===== config.mk =====
export PLATFORM = sky130hd
export DESIGN_NAME = posit_stream_out
export DESIGN_NICKNAME = d
export VERILOG_FILES = /design/src/rtl/posit_pkg.sv /design/src/rtl/posit_stream_out_conv.sv /design/src/rtl/posit_stream_out.sv
export SDC_FILE = /design/constraint.sdc
export NUM_CORES = 1
export LEC_CHECK = 0
export BUFFER_PORTS_ARGS = -buffer_cell sky130_fd_sc_hd__buf_2
export CAP_MARGIN = 20
export CORE_UTILIZATION = 57
export CTS_BUF_LIST = sky130_fd_sc_hd__clkbuf_8
export DETAILED_ROUTE_END_ITERATION = 6
export MAX_ROUTING_LAYER = met4
export PLACE_DENSITY = 0.8
export RECOVER_POWER = 50
export SLEW_MARGIN = 5
export SYNTH_ARGS = -nofsm -noshare
export SYNTH_HDL_FRONTEND = slang
export SYNTH_SLANG_ARGS = --single-unit
export TNS_END_PERCENT = 30

===== constraint.sdc =====
create_clock -name clk -period 10.4 [get_ports clk]
set_input_delay 0 -clock clk [delete_from_list [all_inputs] [get_ports clk]]
set_output_delay 0 -clock clk [all_outputs]
set_load 0.01 [all_outputs]

===== src/rtl/posit_pkg.sv =====
// Shared constants and FSM state type for the posit readout path.
// Rounding mode of the decoder is selected by POSIT_OUT_ROUND_EN.
package posit_pkg;

   localparam int PS = 16;
   localparam int ES = 0;

   localparam logic [PS-1:0] POSIT_NAR  = 16'h8000;
   localparam logic [PS-1:0] POSIT_ZERO = 16'h0000;

   typedef enum logic [1:0] {
      IDLE,
      REQ,
      CONV,
      SEND
   } state_t;

endpackage


===== src/rtl/posit_stream_out_conv.sv =====
// posit<16,0> to uint8 decoder: regime count, shift, round, saturate.
// Round-to-nearest-even with POSIT_OUT_ROUND_EN, truncation otherwise.
module posit16_to_uint8
   import posit_pkg::*;
(
   input  logic [PS-1:0] posit,
   output logic [7:0]    val,
   output logic          is_nar
);

`ifdef POSIT_OUT_ROUND_EN
   localparam bit RND_EN = 1'b1;
`else
   localparam bit RND_EN = 1'b0;
`endif

   logic              run;
   logic [4:0]        m;
   logic signed [5:0] k;
   logic [PS-2:0]     frac;
   logic [15:0]       mant;
   logic [3:0]        sh;
   logic [23:0]       w;
   logic              rnd;
   logic [8:0]        sum;

   always_comb begin
      m   = '0;
      run = 1'b1;
      for (int i = PS - 2; i >= 0; i--) begin
         if (run && posit[i] == posit[PS-2]) m = m + 5'd1;
         else run = 1'b0;
      end
      k = posit[PS-2] ? $signed({1'b0, m}) - 6'sd1
                      : -$signed({1'b0, m});
      frac = posit[PS-2:0] << (m + 5'd1);
      mant = {1'b1, frac};
      // w[23:16] is the integer part once 1.f is scaled by 2^k (k in -1..7)
      sh   = k[3:0] + 4'd1;
      w    = {8'd0, mant} << sh;
      rnd  = RND_EN & w[15] & ((|w[14:0]) | w[16]);
      sum  = {1'b0, w[23:16]} + {8'd0, rnd};
   end

   always_comb begin
      is_nar = (posit == POSIT_NAR);
      val    = '0;
      if (posit == POSIT_ZERO || posit[PS-1]) val = '0;
      else if (k >= 6'sd8)                    val = 8'hFF;
      else if (k <= -6'sd2)                   val = '0;
      else if (sum[8])                        val = 8'hFF;
      else                                    val = sum[7:0];
   end

endmodule


===== src/rtl/posit_stream_out.sv =====
// Frame readout: fetch posit pixels over req/ack, emit uint8 on AXI-Stream.
// POSIT_OUT_ROUND_EN selects round-to-nearest-even instead of truncation.
module posit_stream_out #(
   parameter int N       = 8,
   parameter int PS      = 16,
   parameter int ES      = 0,
   parameter int NUM_PIX = 64,
   parameter int AW      = 6
) (
   input  logic          clk,
   input  logic          reset,
   input  logic          start,
   output logic          busy,
   output logic          done,
   output logic          pipe_read_req,
   output logic [AW-1:0] pipe_read_addr,
   input  logic [PS-1:0] pipe_read_data,
   input  logic          pipe_read_ack,
   output logic          tx_axis_tvalid,
   output logic [N-1:0]  tx_axis_tdata,
   output logic          tx_axis_tlast,
   input  logic          tx_axis_tready,
   output logic          nar_seen
);

   import posit_pkg::*;

   if (ES != 0 || N != 8 || PS != 16) begin : g_bad_cfg
      $error("posit_stream_out supports only posit<16,0> to uint8");
   end

   state_t        state, state_nxt;
   logic [AW-1:0] addr;
   logic [PS-1:0] pix;
   logic [7:0]    conv;
   logic          conv_nar;
   logic          hs;
   logic          at_last;

   posit16_to_uint8 u_conv (
      .posit  (pix),
      .val    (conv),
      .is_nar (conv_nar)
   );

   assign hs      = tx_axis_tvalid & tx_axis_tready;
   assign at_last = (addr == AW'(NUM_PIX - 1));

   assign busy           = (state != IDLE);
   assign pipe_read_req  = (state == REQ);
   assign pipe_read_addr = addr;
   assign tx_axis_tvalid = (state == SEND);

   always_ff @(posedge clk) begin
      if (reset) state <= IDLE;
      else       state <= state_nxt;
   end

   always_comb begin
      state_nxt = state;
      unique case (state)
         IDLE: if (start)         state_nxt = REQ;
         REQ:  if (pipe_read_ack) state_nxt = CONV;
         CONV:                    state_nxt = SEND;
         SEND: if (hs)            state_nxt = tx_axis_tlast ? IDLE : REQ;
      endcase
   end

   always_ff @(posedge clk) begin
      if (reset) begin
         addr          <= '0;
         pix           <= '0;
         tx_axis_tdata <= '0;
         tx_axis_tlast <= 1'b0;
         done          <= 1'b0;
         nar_seen      <= 1'b0;
      end else begin
         done <= 1'b0;
         unique case (state)
            IDLE: if (start) begin
               addr     <= '0;
               nar_seen <= 1'b0;
            end
            REQ: if (pipe_read_ack) pix <= pipe_read_data;
            CONV: begin
               tx_axis_tdata <= conv;
               tx_axis_tlast <= at_last;
               if (conv_nar) nar_seen <= 1'b1;
            end
            SEND: if (hs) begin
               if (tx_axis_tlast) done <= 1'b1;
               else               addr <= addr + 1'b1;
            end
         endcase
      end
   end

endmodule


# Word-level counts from Yosys, hierarchy flattened
# Cells that the tools add are included.
dict set report classes {
  bitwise_logic 3
  n_eq_ne 24
  reduce_logical 24
  n_mux 44
  n_lt_le_gt_ge 2
  shifts 2
  addsub 18
}
# op count
set op_table {}
lappend op_table {{$add 5x1->5 const B} 14}
lappend op_table {{$mux 5} 13}
lappend op_table {{$mux 6} 4}
lappend op_table {{$mux 8} 3}
lappend op_table {{$shl 16x4->24} 1}
lappend op_table {{$mux 1} 17}
lappend op_table {{$eq 16x16->1 const B} 1}
lappend op_table {{$logic_not 16->1} 1}
lappend op_table {{$shl 15x5->15} 1}
lappend op_table {{$eq 1x1->1} 14}
lappend op_table {{$logic_and 1x1->1} 13}
lappend op_table {{$pmux 6 s2} 1}
lappend op_table {{$mux 2} 4}
lappend op_table {{$pmux 2 s4} 1}
lappend op_table {{$add 6x1->6 const B} 1}
lappend op_table {{$eq 6x6->1 const B} 1}
lappend op_table {{$ge 6x5->1 const B} 1}
lappend op_table {{$le 6x2->1 const B} 1}
lappend op_table {{$ne 2x2->1 const B} 3}
lappend op_table {{$neg 5->6} 1}
lappend op_table {{$reduce_and 3->1} 2}
lappend op_table {{$reduce_bool 2->1} 3}
lappend op_table {{$sub 5x1->6 const B} 1}
lappend op_table {{$add 4x1->4 const B} 1}
lappend op_table {{11 further kinds} 14}
dict set report word_totals {
  ff_bits 35
  input_bits 21
}

# Logic depth before layout (Yosys ltp)
dict set report logic_depth {
  depth_word 35
  mapped_depth 49
}

# Hierarchy
# A second synthesis with hierarchy kept.
dict set report unflattened {
  cells_unflattened 659
  area_unflattened_um2 4951.0
}
# module area_each_um2 n_inst cells_each
set modules_own_cells {}
lappend modules_own_cells {posit16_to_uint8 3512.1 1 494}
lappend modules_own_cells {posit_stream_out 1438.9 1 165}

# Least setup slack after synthesis
# OpenSTA, ideal clock, no wires.
dict set report synth_path {
  kind {reg2reg}
  startpoint {register pix[14]}
  endpoint {register tx_axis_tdata[1]}
  n_path_buf 5
  synth_period_minus_slack_ns 10.092
  setup_slack_ns 0.308
  stages_incl_launch_ff 48
  arrival_time_ns 9.967
  required_ns 10.275
  path_cell_list {dfxtp_1 buf_6 buf_2 buf_1 a31oi_1 ha_1 a21o_1 ha_1 nor2_1 nor2_1 ha_1 nand2_1 a21oi_1 ha_1 a221o_1 a211o_1 and2_1 ha_1 (+12 left out) ha_1 mux2i_1 nand2_1 nand3_1 o21ai_1 ha_1 clkbuf_1 clkbuf_1 xor2_1 ha_1 xor2_1 xor2_1 nor2_1 a32o_1 a31oi_1 nor3_1 a311oi_1 o31ai_1}
}
dict set report synth_between {
  elab_chain_len 35
  word_cells_on_any_way 81
}
# element line
set synth_rtl {}
lappend synth_rtl {{start, declared} posit_stream_out.sv:34} ;# logic [PS-1:0] pix;
lappend synth_rtl {{start signal, assigned} posit_stream_out.sv:84} ;# REQ: if (pipe_read_ack) pix <= pipe_read_data;
lappend synth_rtl {{$eq 1x1->1} posit_stream_out_conv.sv:31} ;# if (run && posit[i] == posit[PS-2]) m = m + 5'd1;
lappend synth_rtl {{$mux 2 or $mux 1 (tied branches)} posit_stream_out_conv.sv:31}
lappend synth_rtl {{$add 5x1->5 or $logic_and 1x1->1 (tied branches)} posit_stream_out_conv.sv:31}
lappend synth_rtl {{$mux 5 or $mux 1 (tied branches)} posit_stream_out_conv.sv:31}
lappend synth_rtl {{$add 5x1->5 or $logic_and 1x1->1 (tied branches)} posit_stream_out_conv.sv:31}
lappend synth_rtl {{$mux 5 or $mux 1 (tied branches)} posit_stream_out_conv.sv:31}
lappend synth_rtl {{$add 5x1->5 or $logic_and 1x1->1 (tied branches)} posit_stream_out_conv.sv:31}
lappend synth_rtl {{$mux 5 or $mux 1 (tied branches)} posit_stream_out_conv.sv:31}
lappend synth_rtl {{(+19 left out)} n/a}
lappend synth_rtl {{$mux 5} posit_stream_out_conv.sv:31}
lappend synth_rtl {{$neg 5->6 or $sub 5x1->6 (tied branches)} {posit_stream_out_conv.sv:35, posit_stream_out_conv.sv:34}}
lappend synth_rtl {{$mux 6} posit_stream_out_conv.sv:34} ;# k = posit[PS-2] ? $signed({1'b0, m}) - 6'sd1
lappend synth_rtl {{$add 4x1->4} posit_stream_out_conv.sv:39} ;# sh = k[3:0] + 4'd1;
lappend synth_rtl {{$shl 16x4->24} posit_stream_out_conv.sv:40} ;# w = {8'd0, mant} << sh;
lappend synth_rtl {{$mux 8} posit_stream_out_conv.sv:50} ;# else if (k <= -6'sd2) val = '0;
lappend synth_rtl {{$mux 8} posit_stream_out_conv.sv:49} ;# else if (k >= 6'sd8) val = 8'hFF;
lappend synth_rtl {{$mux 8 (*)} posit_stream_out_conv.sv:48} ;# if (posit == POSIT_ZERO || posit[PS-1]) val = '0;
lappend synth_rtl {{end signal, assigned} posit_stream_out.sv:86} ;# tx_axis_tdata <= conv;
lappend synth_rtl {{end, declared} posit_stream_out.sv:20} ;# output logic [N-1:0] tx_axis_tdata,
# Every way passes the cells marked *; elsewhere a longest branch is shown, timed or not.
# A chain may end at the register's enable or synchronous reset.

# Final worst setup path
dict set report layout_path {
  startpoint {register pix[14]}
  endpoint {register tx_axis_tdata[6]}
}
# The elaborated chain is that of the path after synthesis.

==> impl_results.md <==
- Total GRT Usage: 31.7%
- Failing checks: DRC
- Syn nets: ~680
- Die Wd: around 95 um
- CTS tree: done
- Routed len/inst: 17.7 um
- Initial drt markers: 560
- Gp weighted congestion: between 0.9 and 1
- Vias: 5211
- Post-route clock period utilization: between 90 and 100%
- Most used cell along the critical path: ha_1
- RSZ-0062 raised after global routing: yes
- Via/cell ratio: 6.66
- Area Overhead vs Synth: 13.6%
- Uppermost layer routed: met4
- Met3 WL: 1100 um
- Clock latency on the worst-skew pair: 0.30 ns
- Inserted Clock Buffers: 5
- Sequential area share after synthesis: 14.3%
- Pin count of the biggest net entering global routing: 30
- Min-delay worst type: input pin to flip-flop
- R2R Path Start: pix[14]
- Pre-antenna DRT Iters: 7
- CP startpoint: pix[14]
- Max FO, Critical Path: 29
- Hold Vio Cnt, Final: 0
- Worst setup path category: flip-flop to flip-flop
- DRT antenna net count: 0
- Remaining routing DRC violations: 1
- Routed wire length: 13900 um
- Post-DP HPWL: 9940 um
- Final Max Slew Viols: 0
- Initial core utilization: 59.2%
- Max Fclk: 0.100 GHz
- Max-Cap Viols: 0
- Max Buffers Root-to-Sink: 2
- Worst Tran Pin Value: between 0.7 and 0.8 ns
- Ant. Diodes: 0
- Mapped Cells: 638
- Ys flop type: dfxtp_1
- Antenna violations before repair: 0
- Core area: 8260 um^2
- Tmin final: between 9 and 10 ns
- GR Overflow Total: 0
- Clock slew at reported path FFs: 0.08 ns
- Synth cell types: slightly above 90
- Netlist Area Pre-Place: slightly below 5000 um^2
- R2R Setup Slk: between 0.4 and 0.5 ns
- Startpoint types: flip-flop
- Layout cells sized above 1: between 10% and 20%
- Post-synth ARST share: 0%
- Vias in the first global route: between 4000 and 5000
- Slew margin rel.: between 40% and 50%
- Clock sink count: 35
- Htree depth: 2
- Ys Warns: 0
- Max incr delay on CP: around 0.44 ns
- First-pass GRT wire length: ~22000 um
- Die Ht: 94.6 um
- Number of synthesized flops with an enable pin: 0
- Fin cells: between 700 and 800
- Port Buffers: 40
- I/O pin cnt: 41
- # setup viols final: 0
- Fin Clk Skew: 0.00744 ns
- Status: finished with violations
- Hold Crit Start: start
- Row cnt: 33
- Routed met2 length: 6660 um
- Critical path capture point type: flip-flop
- Worst Path Arrival: 10.14 ns
- Post-synthesis register bit count: 35
- Placed cell count: 748
- NumNets Final: 717
- CP max-delay cell: dfxtp_1
- Die area: 8950 um^2
- CTS root buf: clkbuf_8
- Synthesized area per cell: 7.66 um^2
- Critical Path RT: 10.58 ns
- Met1 wire length: 5910 um
[critical path: cells and delay by family (launching register included)]
family	cells	cell delay [ns]
AO/OA/AOI/OAI	11	2.62
XOR/XNOR	2	0.53
adder cells (fa/ha/maj)	11	3.39
buffers and inverters	1	0.29
flip-flops	1	0.44
multiplexers	4	1.02
AND/OR/NAND/NOR	11	1.57
[per-layer routing]
metal / vias to the layer above / track usage [%]
li1: 2449 / -
met1: 2452 / 40.9
met2: 282 / 51.8
met5: - / -
met3: 28 / 4.83
met4: 0 / 8.46
[through the flow]
stage	setup TNS [ns]	utilization (%)	setup WS, ns	hold slack [ns]	instance area, um^2
floorplan	0	-	0.308	0.136	4890
global placement	0	61.3	0.367	0.240	5060
detailed placement	-0.00927	61.3	-0.00927	0.247	5060
CTS	0	64.7	0.0799	0.0813	5340
global route	-0.390	67.2	-0.0843	0.104	5550
finish	0	67.2	0.440	0.0784	5550
[logic make-up (layout without fill, tap and decap cells)]
logic type / count (synthesis) / count (layout) / synth area share [%]
AND/OR/NAND/NOR: 250 / 250 / 25.5
buffers and inverters: 65 / 104 / 6.09
adder cells (fa/ha/maj): 21 / 21 / 5.33
XOR/XNOR: 35 / 35 / 7.99
AO/OA/AOI/OAI: 171 / 171 / 26.2
multiplexers: 61 / 61 / 14.5
flip-flops: 35 / 35 / 14.3
[final timing paths]
path	endpoint	cells after the start
max	tx_axis_tdata[6]	40
min	nar_seen	4
max reg2reg	tx_axis_tdata[6]	40
min reg2reg	tx_axis_tdata[6]	1
[placed cells by master, fill, tap and decap left out, drive strengths merged, types with 4 or more instances in the layout]
cell and n:
nand2 83, nor2 57, a21oi 45, mux2i 43
buf 36, dfxtp 35, clkbuf 25, nor3 24
inv 22, ha 20, o21ai 20, xnor2 20
dlygate4sd3 17, nand3 13, xor2 12, mux2 12
or3 11, nand4 10, a31oi 10, nor2b 8
a221oi 8, a21o 7, and2 7, or2 7
nand2b 7, o22ai 7, mux4 6, a22oi 5
o2bb2ai 5, nor4 5, a211oi 5, a2111oi 5
a21boi 4, and3 4, a221o 4, o31ai 4
[flip-flops by register name, indices dropped and copies added, names as in the netlist]
signal,count
state,2
pipe_read_addr,6
tx_axis_tlast,1
pix,16
nar_seen,1
tx_axis_tdata,8
done,1
[synth_stat cells, types with 9 or more instances]
library cell  number  share of area, %
or3_1              9               1.2
inv_1             22               1.7
nor3_1            23               2.4
clkbuf_1          26               2.0
a21oi_1           45               4.6
xnor2_1           16               2.9
nor2_1            57               4.4
nand3_1           11               1.1
xor2_1            12               2.2
dfxtp_1           35                14
a31oi_1            9               1.2
mux2i_1           43               8.8
nand2_1           82               6.3
o21ai_0           15               1.5
ha_1              20               5.1
mux2_2             9               2.1
nand4_1           10               1.3
[layout make-up]
| type | count | area, um^2 |
|---|---|---|
| multi-input cells | 538 | 4060 |
| fillers | 682 | 2710 |
| flip-flops and latches | 35 | 708 |
| repair buffers | 73 | 473 |
| well taps | 105 | 131 |
| inverters | 23 | 90.1 |
| clock buffers | 5 | 68.8 |
| clock inverters | 3 | 23.8 |
[timing repair]
item	CTS	global route
setup buffers	0	9
resized for setup	3	38
pin swaps	0	3
endpoints found under the hold margin	17	0
setup endpoints to repair	6	8
hold buffers	17	0
Power is not shown: default switching activity piles up to over one toggle a cycle in this logic, so the estimate is an artifact.
